## src/rtl/ccff_pkg.sv

```systemverilog
`default_nettype none
// ============================================================================
//  Module   : ccff_pkg
//  Purpose  : Shared types, constants and the CRC-16-CCITT bit-step helper
//             for the configuration-chain (ccff) loader.
//  Contents : ccff_state_e   - loader FSM state encoding (2 bits)
//             CRC_POLY        - CRC-16-CCITT polynomial 0x1021
//             CRC_INIT        - CRC seed 0xFFFF
//             crc16_step()    - absorb one bit, MSB-first
//  Revision : 1.0 - initial release
// ============================================================================
package ccff_pkg;

    typedef enum logic [1:0] {
        S_IDLE   = 2'd0,
        S_LOAD   = 2'd1,
        S_VERIFY = 2'd2,
        S_DONE   = 2'd3
    } ccff_state_e;

    localparam logic [15:0] CRC_POLY = 16'h1021;
    localparam logic [15:0] CRC_INIT = 16'hFFFF;

    // One bit-serial step: the incoming bit is XORed with the register MSB
    // and the polynomial is applied when that feedback bit is set.
    function automatic logic [15:0] crc16_step(input logic [15:0] crc, input logic din);
        logic fb;
        fb = crc[15] ^ din;
        return {crc[14:0], 1'b0} ^ (fb ? CRC_POLY : 16'h0000);
    endfunction

endpackage
`default_nettype wire

```

## src/rtl/ccff_chain_loader_crc.sv

```systemverilog
`default_nettype none
// ============================================================================
//  Module   : ccff_crc16
//  Purpose  : Bit-serial CRC-16-CCITT register, MSB-first.
//  Ports    : clk        in   clock
//             rst        in   synchronous active-high reset (to seed)
//             i_init     in   reload seed 0xFFFF (wins over i_en)
//             i_en       in   absorb i_bit this cycle
//             i_bit      in   serial data bit
//             o_crc      out  current CRC register
//             o_crc_next out  CRC value after absorbing i_bit
//  Revision : 1.0 - initial release
// ============================================================================
module ccff_crc16
    import ccff_pkg::*;
(
    input  logic        clk,
    input  logic        rst,
    input  logic        i_init,
    input  logic        i_en,
    input  logic        i_bit,
    output logic [15:0] o_crc,
    output logic [15:0] o_crc_next
);

    logic [15:0] r_crc;

    // The look-ahead value lets the parent capture a result that includes
    // the bit being absorbed in the same cycle.
    assign o_crc_next = crc16_step(r_crc, i_bit);
    assign o_crc      = r_crc;

    always_ff @(posedge clk) begin
        if (rst) begin
            r_crc <= CRC_INIT;
        end else if (i_init) begin
            r_crc <= CRC_INIT;
        end else if (i_en) begin
            r_crc <= o_crc_next;
        end
    end

endmodule
`default_nettype wire

```

## src/rtl/ccff_chain_loader.sv

```systemverilog
`default_nettype none
// ============================================================================
//  Module   : ccff_chain_loader
//  Purpose  : Writes a configuration bitstream into a ccff chain MSB-first,
//             then rotates the chain once (tail fed back to head) and checks
//             a CRC of the returned bits against the CRC of the loaded bits.
//  Ports    : prog_clk      in   programming clock
//             pReset        in   synchronous active-high reset
//             start         in   one-cycle pulse, accepted only when idle
//             cfg_data      in   host word (WORD_W), MSB shifted first
//             cfg_valid     in   host word valid
//             cfg_ready     out  word accepted this cycle when valid
//             ccff_head     out  serial data into chain head
//             ccff_tail     in   serial data from chain tail
//             ccff_shift_en out  chain advances at the end of this cycle
//             busy          out  LOAD or VERIFY in progress
//             done          out  one-cycle pulse after the verify pass
//             verify_ok     out  CRC match, held until next start
//             verify_err    out  CRC mismatch, held until next start
//  Revision : 1.0 - initial release
// ============================================================================
module ccff_chain_loader
    import ccff_pkg::*;
#(
    parameter int CHAIN_LEN = 64,
    parameter int WORD_W    = 8
) (
    input  logic              prog_clk,
    input  logic              pReset,
    input  logic              start,
    input  logic [WORD_W-1:0] cfg_data,
    input  logic              cfg_valid,
    output logic              cfg_ready,
    output logic              ccff_head,
    input  logic              ccff_tail,
    output logic              ccff_shift_en,
    output logic              busy,
    output logic              done,
    output logic              verify_ok,
    output logic              verify_err
);

    localparam int c_CNT_W = $clog2(CHAIN_LEN + 1);
    localparam int c_WB_W  = $clog2(WORD_W + 1);

    localparam logic [c_CNT_W-1:0] c_LAST      = c_CNT_W'(CHAIN_LEN - 1);
    localparam logic [c_CNT_W-1:0] c_CNT_ONE   = c_CNT_W'(1);
    localparam logic [c_WB_W-1:0]  c_WORD_BITS = c_WB_W'(WORD_W);
    localparam logic [c_WB_W-1:0]  c_WB_ONE    = c_WB_W'(1);

    ccff_state_e         r_state;
    ccff_state_e         w_state_nxt;
    logic [WORD_W-1:0]   r_shreg;
    logic [WORD_W-1:0]   w_shreg_nxt;
    logic [c_WB_W-1:0]   r_word_bits;
    logic [c_WB_W-1:0]   w_word_bits_nxt;
    logic [c_CNT_W-1:0]  r_bit_cnt;
    logic [c_CNT_W-1:0]  w_bit_cnt_nxt;
    logic                r_shift_en;
    logic                r_busy;
    logic                r_done;
    logic                r_verify_ok;
    logic                r_verify_err;
    logic [15:0]         r_crc_load;

    logic                w_start_ok;
    logic                w_shifting;
    logic                w_last_bit;
    logic                w_ready;
    logic                w_accept;
    logic                w_verify_last;
    logic                w_shift_en_nxt;
    logic                w_crc_init;
    logic                w_crc_en;
    logic                w_crc_bit;
    logic [15:0]         w_crc;
    logic [15:0]         w_crc_next;

    assign w_start_ok    = (r_state == S_IDLE) && start;
    assign w_shifting    = (r_state == S_LOAD) && (r_word_bits != '0);
    assign w_last_bit    = w_shifting && (r_bit_cnt == c_LAST);
    // A new word may land in the same cycle the last bit of the previous one
    // leaves, unless that bit completes the chain (nothing more is wanted).
    assign w_ready       = (r_state == S_LOAD) &&
                           ((r_word_bits == '0) ||
                            ((r_word_bits == c_WB_ONE) && !w_last_bit));
    assign w_accept      = w_ready && cfg_valid;
    assign w_verify_last = (r_state == S_VERIFY) && (r_bit_cnt == c_LAST);

    // ------------------------------------------------------------------
    // State register
    // ------------------------------------------------------------------
    always_ff @(posedge prog_clk) begin
        if (pReset) begin
            r_state <= S_IDLE;
        end else begin
            r_state <= w_state_nxt;
        end
    end

    // ------------------------------------------------------------------
    // Next-state and datapath next values
    // ------------------------------------------------------------------
    always_comb begin
        w_state_nxt     = r_state;
        w_shreg_nxt     = r_shreg;
        w_word_bits_nxt = r_word_bits;
        w_bit_cnt_nxt   = r_bit_cnt;
        case (r_state)
            S_IDLE: begin
                if (start) begin
                    w_state_nxt     = S_LOAD;
                    w_shreg_nxt     = '0;
                    w_word_bits_nxt = '0;
                    w_bit_cnt_nxt   = '0;
                end
            end
            S_LOAD: begin
                if (w_accept) begin
                    w_shreg_nxt     = cfg_data;
                    w_word_bits_nxt = c_WORD_BITS;
                end else if (w_shifting) begin
                    w_shreg_nxt     = r_shreg << 1;
                    w_word_bits_nxt = r_word_bits - c_WB_ONE;
                end
                if (w_shifting) begin
                    w_bit_cnt_nxt = r_bit_cnt + c_CNT_ONE;
                end
                // Chain full: drop any unshifted low-order bits. Clearing the
                // shift register also parks ccff_head at 0 outside LOAD.
                if (w_last_bit) begin
                    w_state_nxt     = S_VERIFY;
                    w_shreg_nxt     = '0;
                    w_word_bits_nxt = '0;
                    w_bit_cnt_nxt   = '0;
                end
            end
            S_VERIFY: begin
                w_bit_cnt_nxt = r_bit_cnt + c_CNT_ONE;
                if (w_verify_last) begin
                    w_state_nxt   = S_DONE;
                    w_bit_cnt_nxt = '0;
                end
            end
            S_DONE: begin
                w_state_nxt = S_IDLE;
            end
            default: begin
                w_state_nxt = S_IDLE;
            end
        endcase
    end

    // Outputs are registered from the next-state view so they line up with
    // the state they describe.
    assign w_shift_en_nxt = ((w_state_nxt == S_LOAD) && (w_word_bits_nxt != '0)) ||
                            (w_state_nxt == S_VERIFY);

    // ------------------------------------------------------------------
    // Datapath and registered outputs
    // ------------------------------------------------------------------
    always_ff @(posedge prog_clk) begin
        if (pReset) begin
            r_shreg      <= '0;
            r_word_bits  <= '0;
            r_bit_cnt    <= '0;
            r_shift_en   <= 1'b0;
            r_busy       <= 1'b0;
            r_done       <= 1'b0;
            r_verify_ok  <= 1'b0;
            r_verify_err <= 1'b0;
            r_crc_load   <= CRC_INIT;
        end else begin
            r_shreg     <= w_shreg_nxt;
            r_word_bits <= w_word_bits_nxt;
            r_bit_cnt   <= w_bit_cnt_nxt;
            r_shift_en  <= w_shift_en_nxt;
            r_busy      <= (w_state_nxt == S_LOAD) || (w_state_nxt == S_VERIFY);
            r_done      <= (w_state_nxt == S_DONE);
            // The final load bit is absorbed by the look-ahead value, since
            // the shared CRC register is reseeded on this same edge.
            if (w_last_bit) begin
                r_crc_load <= w_crc_next;
            end
            // The comparison result becomes visible together with done.
            if (w_start_ok) begin
                r_verify_ok  <= 1'b0;
                r_verify_err <= 1'b0;
            end else if (w_verify_last) begin
                r_verify_ok  <= (w_crc_next == r_crc_load);
                r_verify_err <= (w_crc_next != r_crc_load);
            end
        end
    end

    // ------------------------------------------------------------------
    // Shared CRC engine: load pass, then verify pass
    // ------------------------------------------------------------------
    assign w_crc_init = w_start_ok || w_last_bit;
    assign w_crc_en   = w_shifting || (r_state == S_VERIFY);
    assign w_crc_bit  = (r_state == S_VERIFY) ? ccff_tail : r_shreg[WORD_W-1];

    ccff_crc16 u_crc (
        .clk        (prog_clk),
        .rst        (pReset),
        .i_init     (w_crc_init),
        .i_en       (w_crc_en),
        .i_bit      (w_crc_bit),
        .o_crc      (w_crc),
        .o_crc_next (w_crc_next)
    );

    // During verify the chain is closed into a ring through this mux.
    assign ccff_head     = (r_state == S_VERIFY) ? ccff_tail : r_shreg[WORD_W-1];
    assign cfg_ready     = w_ready;
    assign ccff_shift_en = r_shift_en;
    assign busy          = r_busy;
    assign done          = r_done;
    assign verify_ok     = r_verify_ok;
    assign verify_err    = r_verify_err;

    // w_crc is kept for visibility of the running CRC; not otherwise needed.
    logic w_unused;
    assign w_unused = ^w_crc;

endmodule
`default_nettype wire
```

## config.mk

```make
export PLATFORM = sky130hd
export DESIGN_NAME = ccff_chain_loader
export DESIGN_NICKNAME = d
export VERILOG_FILES = /design/src/rtl/ccff_pkg.sv /design/src/rtl/ccff_chain_loader_crc.sv /design/src/rtl/ccff_chain_loader.sv
export SDC_FILE = /design/constraint.sdc
export NUM_CORES = 1
export LEC_CHECK = 0
export CAP_MARGIN = 5
export CORE_MARGIN = 4
export CORE_UTILIZATION = 40
export DETAILED_ROUTE_END_ITERATION = 8
export PLACE_DENSITY = 0.68
export SLEW_MARGIN = 20
export SYNTH_ARGS = -nofsm -noshare
export SYNTH_HDL_FRONTEND = slang
export SYNTH_SLANG_ARGS = --single-unit
```

## constraint.sdc

```tcl
create_clock -name prog_clk -period 2.7 [get_ports prog_clk]
set_input_delay 0.405 -clock prog_clk [delete_from_list [all_inputs] [get_ports prog_clk]]
set_output_delay 0.405 -clock prog_clk [all_outputs]
set_load 0.005 [all_outputs]
```

==> run_results.csv, run 1 <==
group,metric,value,unit
synthesis,post_synth_main_area_contributors,"dfxtp_1 42%, nand2_1 9.1%, ha_1 4.5%",
synthesis,synthesis.area_per_instance,8.50,µm²
clock_tree,post_cts_buffers,0,
sta,rsz0062_at_grt,"false",
place,finalWeightedCongestion,0.883,
synthesis,synth-seq-cells,58,
place,dp_hpwl,4240,µm
worst_setup_path,critical_path_arrival,2.13,ns
power_and_ir_drop,pwr_density_cell,912,nW/µm²
clock_tree,cts_hold_buf,0,
worst_setup_path,path_max_fanout,11,
floorplan,ios,20,
sta,max_clock_freq,394,MHz
clock_tree,cts.htree.levels,3,
global_routing,grt_max_degree,19,
synthesis,yosys.area.top_type,"dfxtp_1",
synthesis,post_synth_edffs,0,
clock_tree,worst_setup_hold_path_clk_slew,0.07,ns
cells_and_area,fraction_of_final_layout_cells_sized_beyond_drive_strength_1,0.106,
sta,max_slew_vio_count,0,
power_and_ir_drop,max-vdd-ir-drop,0.540,mV
sta,final_critical_path_share_of_the_clock_period,0.939,
global_routing,groute.usage.overall,0.147,
drt,post_drt_wl_per_cell,13.0,µm
worst_setup_path,critical_path_required,2.30,ns
drt,route.detailed.drc,0,
sta,worst_slew_pin_slew,0.787,ns
sta,setup_viol_count_final,0,
clock_tree,cts-root-buf,"clkbuf_8",
synthesis,synth.distinct_cells,48,
drt,firstDrtPassIters,4,
floorplan,floorplan.die.width,91.6,µm
synthesis,synth_largest_type_area_fraction,0.415,
synthesis,synth_ff_type,"dfxtp_1",
floorplan,die_area,8390,µm²
clock_tree,clock_path_buffers,2,
cells_and_area,antennaDiodeCount,0,
synthesis,yosysSeqAreaShare,0.415,
floorplan,core_area,6790,µm²
synthesis,yosys_warns,0,
clock_tree,num_clock_sinks,58,
cells_and_area,finalNetCount,378,
worst_setup_path,worst-setup-path-type,"register to primary output",
drt,routed-via-count,2337,
global_routing,first_pass_grt_wire_length,9850,µm
drt,detail-route-antenna-nets,0,
power_and_ir_drop,power.static_leakage,0.00135,µW
sta,hold_viol,0,
worst_setup_path,worst_setup_path_start_kind,"register",
synthesis,async_flop_share,0,
clock_tree,clkLatencyLatePin,0.34,ns
power_and_ir_drop,power.total,3030,µW
clock_tree,tritoncts_clock_tree,"yes",
floorplan,placement_rows,30,
sta,post-route-min-period,2.54,ns
synthesis,postSynthNetCount,352,
cells_and_area,syn2layout_area_growth,18.8,%
global_routing,first_global_vias,2215,
global_routing,gr-total-overflow,0,
sta,timing.max_slew.rel_slack,0.471,
hold_path,hold_class,"register to register",
job,max-cap-violations,0,
floorplan,die_h,91.6,µm
status,run_status,"completed",
place,placement.io_buffers,19,
floorplan,initial_cell_density_of_the_core,0.411,
global_routing,number_of_antenna_violations_at_the_first_check_in_global_routing,0,
synthesis,synth.top_cells.by_count,"68 x nand2_1, 58 x dfxtp_1, 21 x nand3_1, 18 x nor2_1, 16 x nand3b_1",
synthesis,syn_inst,329,
sta,finalSetupTns,0,ns
clock_tree,cts_buffers,9,
drt,post_drt_via_cell_ratio,5.13,
sta,worst_clock_skew,0.0113,ns
cells_and_area,num-fill-cells,644,
synthesis,netlist_area,2800,µm²
synthesis,synthMostInstantiatedCell,"nand2_1",
clock_tree,postCtsResizedCells,0,
drt,drt-total-wl,5930,µm
worst_setup_path,worstSetupEndpointType,"primary output",
drt,detailedRoute.firstIterationViolations,137,
==> critical path, stage by stage, from the launching register on <==
cell and delay [ns]:
dfxtp_1 0.33, inv_1 0.11, ha_2 0.32, inv_1 0.13, nor4_1 0.33, clkdlybuf4s50_1 0.56
==> stage by stage <==
step,instance area (µm²),hold WS [ns],util,setup WS (ns),instances
floorplan,2800,0.443,-,0.304,329
global placement,3120,0.462,0.459,0.361,440
detailed placement,3120,0.465,0.459,0.233,440
CTS,3310,0.480,0.488,0.00227,456
global route,3320,0.496,0.489,0.0328,456
finish,3320,0.483,0.489,0.165,456
==> per-layer routing <==
metal	routed length, µm	global-route usage	vias up
met3	239	0.0572	11
met5	0	0	-
met4	119	0.0678	0
met2	2680	0.223	44
li1	-	-	1191
met1	2890	0.183	1091
==> sequential cells by signal (all words and copies together), names as in the netlist <==
| name | flops |
|---|---|
| done | 1 |
| r_crc_load | 16 |
| verify_err | 1 |
| ccff_shift_en | 1 |
| r_shreg | 8 |
| u_crc.o_crc | 16 |
| verify_ok | 1 |
| r_state | 2 |
| r_word_bits | 4 |
| r_bit_cnt | 7 |
| busy | 1 |
==> cell usage in the layout, fill, tap and decap left out, types with 7 or more instances in the layout <==
cell type,instances
nand2_1,68
dfxtp_1,58
nand3_1,20
clkdlybuf4s50_1,19
nor2_1,18
nand3b_1,16
inv_1,12
a21oi_1,11
xor2_1,11
buf_4,11
clkbuf_8,10
o21ai_0,9
ha_1,9
and2_1,7
a221o_1,7
==> power breakdown <==
group / switching, µW / internal, µW / total [µW]
registers: 116 / 969 / 1080
logic: 664 / 494 / 1160
clock network: 339 / 448 / 787
total: 1120 / 1910 / 3030
==> layout make-up <==
| cell class | count | area, µm² | area share |
|---|---|---|---|
| flip-flops and latches | 58 | 1160 | 0.350 |
| inverters | 12 | 45.0 | 0.0136 |
| multi-input cells | 244 | 1530 | 0.460 |
| clock inverters | 5 | 53.8 | 0.0162 |
| clock buffers | 11 | 141 | 0.0426 |
| repair buffers | 30 | 273 | 0.0821 |
| well taps | 96 | 120 | 0.0362 |
==> cell families (layout without fill, tap and decap cells) <==
| kind of cell | after synthesis | count (layout) | synth area share |
|---|---|---|---|
| XOR/XNOR | 18 | 18 | 0.0631 |
| buffers and inverters | 27 | 58 | 0.0407 |
| multiplexers | 5 | 5 | 0.0197 |
| AND/OR/NAND/NOR | 156 | 156 | 0.274 |
| adder cells (fa/ha/maj) | 10 | 10 | 0.0448 |
| AO/OA/AOI/OAI | 55 | 55 | 0.143 |
| flip-flops | 58 | 58 | 0.415 |
==> path summary, 6_finish.rpt <==
check	startpoint	endpoint	slack, ns	cells past startpoint
worst max-delay path	r_state[1]	cfg_ready	0.16	5
worst min-delay path	r_crc_load[13]	r_crc_load[13]	0.48	2
worst max register to register	r_word_bits[0]	ccff_shift_en	0.19	10
worst min register to register	r_crc_load[13]	r_crc_load[13]	0.48	2
(Power assumes the default switching activity.)
==> run 2, diff against run 1 <==
CTS_BUF_LIST = sky130_fd_sc_hd__clkbuf_8   (was default)
==> run 2 against run 1 <==
  * Cell area unchanged
  * Routed wire length about the same
  * Clock power is essentially flat
  * Via count is essentially flat
  * Clock skew is essentially flat
  * Die area unchanged
  * Sequential power about the same
  * Critical path type unchanged
  * Largest cell class unchanged
  * Largest power group unchanged
==> run_results.csv, run 2 (synthesized netlist as in run 1, its figures left out) <==
group,metric,value,unit
status,run_status,"completed",
cells_and_area,mostFrequentLayoutCell,"nand2_1",
clock_tree,tritoncts_clock_tree,"yes",
drt,drt-total-wl,5930,µm
floorplan,die_h,91.6,µm
worst_setup_path,worst_setup_path_start_kind,"register",
floorplan,placement_rows,30,
worst_setup_path,critical-path-top-cell-by-count,"inv_1",
clock_tree,worst_setup_hold_path_clk_slew,0.07,ns
sta,post-route-min-period,2.54,ns
place,dp_hpwl,4240,µm
worst_setup_path,path_max_fanout,11,
sta,hold_viol,0,
clock_tree,num_clock_sinks,58,
worst_setup_path,worstSetupEndpointType,"primary output",
sta,setup_viol_count_final,0,
drt,post_drt_via_cell_ratio,5.13,
clock_tree,cts_hold_buf,0,
global_routing,gr-total-overflow,0,
floorplan,initial_cell_density_of_the_core,0.411,
sta,worst_slew_pin_slew,0.787,ns
worst_setup_path,cp_slowest_cell,"clkdlybuf4s50_1",
sta,max_clock_freq,394,MHz
cells_and_area,fraction_of_final_layout_cells_sized_beyond_drive_strength_1,0.106,
clock_tree,clock_path_buffers,2,
sta,final_critical_path_share_of_the_clock_period,0.939,
worst_setup_path,critical_path_required,2.30,ns
global_routing,groute.usage.overall,0.147,
global_routing,first_global_vias,2215,
drt,detail-route-antenna-nets,0,
worst_setup_path,rrSetupSlack,0.19,ns
global_routing,number_of_antenna_violations_at_the_first_check_in_global_routing,0,
power_and_ir_drop,pwr_density_cell,911,nW/µm²
drt,firstDrtPassIters,4,
place,finalWeightedCongestion,0.883,
sta,max_slew_vio_count,0,
floorplan,ios,20,
global_routing,grt_max_degree,19,
clock_tree,clkLatencyLatePin,0.34,ns
clock_tree,cts_buffers,9,
worst_setup_path,worst-setup-path-type,"register to primary output",
drt,detailedRoute.firstIterationViolations,137,
worst_setup_path,total_buffers_and_inverters_traversed_by_the_critical_path,3,
cells_and_area,post_layout_nonfiller_instances,456,
cells_and_area,antennaDiodeCount,0,
floorplan,core_area,6790,µm²
global_routing,first_pass_grt_wire_length,9850,µm
drt,routed-via-count,2338,
place,placement.io_buffers,19,
sta,worst_clock_skew,0.0113,ns
power_and_ir_drop,max-vdd-ir-drop,0.540,mV
clock_tree,cts.htree.levels,3,
cells_and_area,most-common-layout-cells,"68 x nand2_1, 58 x dfxtp_1, 20 x nand3_1",
sta,timing.max_slew.rel_slack,0.471,
cells_and_area,num-fill-cells,644,
worst_setup_path,critical_path_arrival,2.13,ns
drt,post_drt_wl_per_cell,13.0,µm
power_and_ir_drop,power.static_leakage,0.00136,µW
clock_tree,cts-root-buf,"clkbuf_8",
cells_and_area,finalNetCount,378,
cells_and_area,syn2layout_area_growth,18.8,%
floorplan,floorplan.die.width,91.6,µm
worst_setup_path,max_stage_delay,0.56,ns
drt,route.detailed.drc,0,
sta,finalSetupTns,0,ns
job,max-cap-violations,0,
worst_setup_path,crit_family,"buffers and inverters",
hold_path,hold_class,"register to register",
floorplan,die_area,8390,µm²
sta,rsz0062_at_grt,"false",
worst_setup_path,worstPathCellList,"inv_1 > ha_2 > inv_1 > nor4_1 > clkdlybuf4s50_1",
place,placedCellCount,440,
## run 2: path summary, 6_finish.rpt
path / cells after the start / startpoint / end
setup / recovery: 5 / r_state[1] / cfg_ready
setup reg to reg: 10 / r_word_bits[0] / ccff_shift_en
hold reg to reg: 2 / r_crc_load[13] / r_crc_load[13]
hold / removal: 2 / r_crc_load[13] / r_crc_load[13]
## run 2: metal layers
| metal | track usage | part of all wire | vias to the layer above |
|---|---|---|---|
| met4 | 0.0678 | 0.020 | 0 |
| li1 | - | - | 1191 |
| met1 | 0.183 | 0.49 | 1092 |
| met2 | 0.223 | 0.45 | 44 |
| met5 | 0 | 0 | - |
| met3 | 0.0572 | 0.040 | 11 |
## run 2: repair_timing
| action | 4_1_cts | 5_1_grt |
|---|---|---|
| buffers inserted | 0 | 0 |
| endpoints found under the setup margin | 0 | 1 |
| resized for setup | 0 | 2 |
## run 2: layout make-up
| type | count | area [µm²] | share of cell area |
|---|---|---|---|
| Inverter | 12 | 45.0 | 0.0136 |
| Sequential cell | 58 | 1160 | 0.350 |
| Timing Repair Buffer | 30 | 273 | 0.0821 |
| Tap cell | 96 | 120 | 0.0362 |
| Multi-Input combinational cell | 244 | 1530 | 0.460 |
| Clock buffer | 10 | 138 | 0.0414 |
| Clock inverter | 6 | 57.6 | 0.0173 |
## run 2: power by group
| part | switching [µW] | internal (µW) |
|---|---|---|
| combinational | 664 | 494 |
| clock | 340 | 444 |
| sequential | 116 | 969 |
| total | 1120 | 1910 |
## run 2: per-stage QoR
step | power, µW | setup slack, ns | hold slack, ns | utilization | area, µm²
3_3_place_gp | 2230 | 0.361 | 0.462 | 0.459 | 3120
5_1_grt | 3240 | 0.0328 | 0.496 | 0.489 | 3320
6_report | 3030 | 0.165 | 0.483 | 0.489 | 3320
3_5_place_dp | 2250 | 0.233 | 0.465 | 0.459 | 3120
4_1_cts | 3050 | 0.00227 | 0.480 | 0.488 | 3310
2_1_floorplan | 1930 | 0.304 | 0.443 | - | 2800
## run 2: worst min-delay path, delay by kind of cell (launching register included)
kind,cells,cell delay (ns)
flops,1,0.32
simple gates,2,0.11
==> run 3, diff against run 2 <==
ABC_AREA = 1   (was default)
CORE_MARGIN = default   (was 4)
==> run 3 against run 2 <==
  * Hold slack worse by 0.022 ns
  * Cell area down 1.0%
  * Global-route usage up 2.3 points
  * Core utilization down 0.76 points
  * Routed wire length down 3.2%
  * Synthesized cell count up 16%
  * Largest cell class unchanged
  * Largest power group is now sequential cells
==> run_results.csv, run 3 <==
group,metric,value,unit
status,run_status,"completed",
cells_and_area,antennaDiodeCount,0,
synthesis,post_synth_edffs,0,
synthesis,synth_top_family_by_area,"simple AND/OR/NAND/NOR gates",
worst_setup_path,critical_path_arrival,2.13,ns
cells_and_area,fraction_of_final_layout_cells_sized_beyond_drive_strength_1,0.0852,
floorplan,die_h,86.2,µm
clock_tree,tritoncts_clock_tree,"yes",
hold_path,min_delay_worst_endpoint,"r_shreg[0]",
synthesis,yosysSeqAreaShare,0.410,
synthesis,synthesis.area_per_instance,7.42,µm²
synthesis,post_synth_fa_ha_maj_area_fraction,0.0442,
power_and_ir_drop,power.internal,1310,µW
hold_path,hold_path_startpoint,"r_shreg[0]",
cells_and_area,syn2layout_area_growth,16.1,%
job,max-cap-violations,0,
sta,max_slew_vio_count,0,
power_and_ir_drop,pwr_density_cell,556,nW/µm²
floorplan,ios,20,
floorplan,core_area,6830,µm²
sta,final_critical_path_share_of_the_clock_period,0.938,
cells_and_area,postLayoutCellArea,3290,µm²
worst_setup_path,critical-path-top-cell-by-count,"nand2_4",
synthesis,async_flop_share,0,
synthesis,synth.top_cells.by_count,"101 x nand2_1, 58 x dfxtp_1, 41 x inv_1, 29 x nor2_1, 25 x o21ai_0",
clock_tree,clock_path_buffers,2,
power_and_ir_drop,power.static_leakage,0.00158,µW
clock_tree,num_clock_sinks,58,
power_and_ir_drop,power.switching,516,µW
synthesis,yosys.area.top_type,"dfxtp_1",
hold_path,hold_class,"register to register",
sta,rsz0062_at_grt,"false",
synthesis,post_synth_and_or_nand_nor_area_fraction,0.247,
synthesis,yosys_warns,0,
synthesis,post_synth_main_area_contributors,"dfxtp_1 41%, nand2_1 13%, o211ai_1 6.1%",
cells_and_area,finalNetCount,429,
power_and_ir_drop,share_comb_of_total_power,0.136,
floorplan,placement_rows,30,
sta,hold_viol,0,
sta,setup_viol_count_final,0,
power_and_ir_drop,max-vdd-ir-drop,0.281,mV
synthesis,synth-seq-cells,58,
cells_and_area,num-fill-cells,709,
worst_setup_path,rrSetupSlack,0.47,ns
drt,routed-via-count,2432,
synthesis,synth_compound_area_frac,0.173,
place,postPlaceCellArea,3120,µm²
global_routing,grt_max_degree,25,
drt,post_drt_wl_per_cell,11.3,µm
worst_setup_path,capture_instance_of_the_worst_register_to_register_path,"u_crc.o_crc[11]",
place,dp_hpwl,4120,µm
synthesis,synth_largest_type_area_fraction,0.410,
floorplan,initial_cell_density_of_the_core,0.415,
floorplan,floorplan.die.width,86.2,µm
synthesis,synthMostInstantiatedCell,"nand2_1",
floorplan,die_area,7420,µm²
clock_tree,cts_buffers,9,
synthesis,netlist_area,2830,µm²
clock_tree,worst_setup_hold_path_clk_slew,0.06,ns
cells_and_area,most-common-layout-cells,"101 x nand2_1, 58 x dfxtp_1, 43 x inv_1",
worst_setup_path,path_max_fanout,7,
clock_tree,cts.htree.levels,3,
cells_and_area,mostFrequentLayoutCell,"nand2_1",
worst_setup_path,worst_setup_path_start_kind,"register",
global_routing,first_global_vias,2214,
worst_setup_path,max_stage_delay,0.43,ns
global_routing,number_of_antenna_violations_at_the_first_check_in_global_routing,0,
global_routing,gr-total-overflow,0,
drt,firstDrtPassIters,4,
drt,route.detailed.drc,0,
drt,detail-route-antenna-nets,0,
sta,post-route-min-period,2.53,ns
worst_setup_path,worst-setup-path-type,"register to primary output",
clock_tree,post_cts_buffers,0,
clock_tree,cts-root-buf,"clkbuf_8",
synthesis,syn_inst,382,
sta,worst_slew_pin_slew,0.662,ns
synthesis,postSynthNetCount,405,
sta,timing.max_slew.rel_slack,0.558,
worst_setup_path,worstSetupEndpointType,"primary output",
worst_setup_path,rr_worst_depth,8,
drt,post_drt_via_cell_ratio,4.80,
sta,finalSetupTns,0,ns
clock_tree,postCtsResizedCells,0,
synthesis,synth_mux_area_frac,0,
worst_setup_path,cp_slowest_cell,"clkdlybuf4s50_1",
power_and_ir_drop,clock_power_share,0.380,
drt,detailedRoute.firstIterationViolations,98,
drt,drt-total-wl,5740,µm
worst_setup_path,critical_path.reg2reg.startpoint,"r_state[1]",
synthesis,synth.distinct_cells,34,
sta,max_clock_freq,395,MHz
synthesis,synth_xor_area_frac,0.0433,
place,placement.io_buffers,19,
power_and_ir_drop,sequentialPowerShare,0.483,
cells_and_area,fin_util,0.481,
hold_path,timing.hold.worst_path_depth,2,
sta,hold_ws,0.461,ns
global_routing,groute.usage.overall,0.170,
sta,worst_clock_skew,0.00786,ns
place,finalWeightedCongestion,0.830,
clock_tree,clkLatencyLatePin,0.34,ns
clock_tree,cts_hold_buf,0,
global_routing,first_pass_grt_wire_length,9830,µm
worst_setup_path,critical_path_required,2.30,ns
power_and_ir_drop,power_switching_share,0.283,
synthesis,synth_ff_type,"dfxtp_1",
worst_setup_path,worstPathCellList,"ha_1 > inv_1 > a21oi_4 > nand2_4 > nand2_4 > nor2_1 > clkdlybuf4s50_1",
run 3: cell count changes after synthesis, moves of 6 or more:
cell and delta:
xnor2_1 +6, nand2_1 +33, a221o_1 -7, nand3b_1 -16
and2_1 -7, o21ai_0 +16, o211ai_1 +20, a21oi_1 +13
xor2_1 -9, nor2_1 +11, inv_1 +29
run 3: layout make-up:
cell class                      count  area, µm²  area share
Multi-Input combinational cell    269       1440       0.437
Sequential cell                    58       1160       0.353
Timing Repair Buffer               25        235      0.0715
Inverter                           43        161      0.0491
Clock buffer                       10        138      0.0419
Tap cell                           96        120      0.0365
Clock inverter                      6       35.0      0.0107
run 3: layer usage:
| metal | GRT usage | wire (µm) | vias to the layer above |
|---|---|---|---|
| met5 | 0 | 0 | - |
| met4 | 0.0864 | 126 | 0 |
| met3 | 0.0404 | 153 | 11 |
| met2 | 0.273 | 2580 | 30 |
| met1 | 0.213 | 2880 | 1095 |
| li1 | - | - | 1296 |
run 3: cells by family after synthesis:
logic type,after synthesis
adder cells (fa/ha/maj),10
AO/OA/AOI/OAI,80
XOR/XNOR,14
buffers and inverters,55
flip-flops,58
AND/OR/NAND/NOR,165
run 3: critical path, delay by kind of cell, from the launching register on:
kind / cells / cell delay [ns]
simple gates: 3 / 0.25
compound gates: 1 / 0.25
buf+inv: 2 / 0.57
flops: 1 / 0.40
fa+ha+maj: 1 / 0.32
run 3: stage by stage:
step                      setup slack [ns]  total power (µW)  std cells
after global placement               0.527              1150        491
after CTS                            0.140              1850        507
after floorplan                      0.768              1080        382
after detailed placement             0.425              1150        491
after global routing                0.0239              1920        507
final                                0.167              1830        507
run 3: power groups by stage:
stage	Clock (µW)	Sequential (µW)	Combinational [µW]
final	695	883	249
after global placement	0	902	248
after CTS	716	883	250
after global routing	754	885	280
after detailed placement	0	902	249
after floorplan	0	901	184
run 3: worst max path at each step:
stage	cells after the start	to	from	slack [ns]
CTS	8	cfg_ready	r_state[1]	0.14
global placement	8	u_crc.o_crc[12]	r_state[1]	0.53
global route	8	cfg_ready	r_state[1]	0.02
finish	7	cfg_ready	r_state[0]	0.17
floorplan	10	busy	r_state[0]	0.77
detailed placement	8	u_crc.o_crc[11]	r_state[1]	0.42
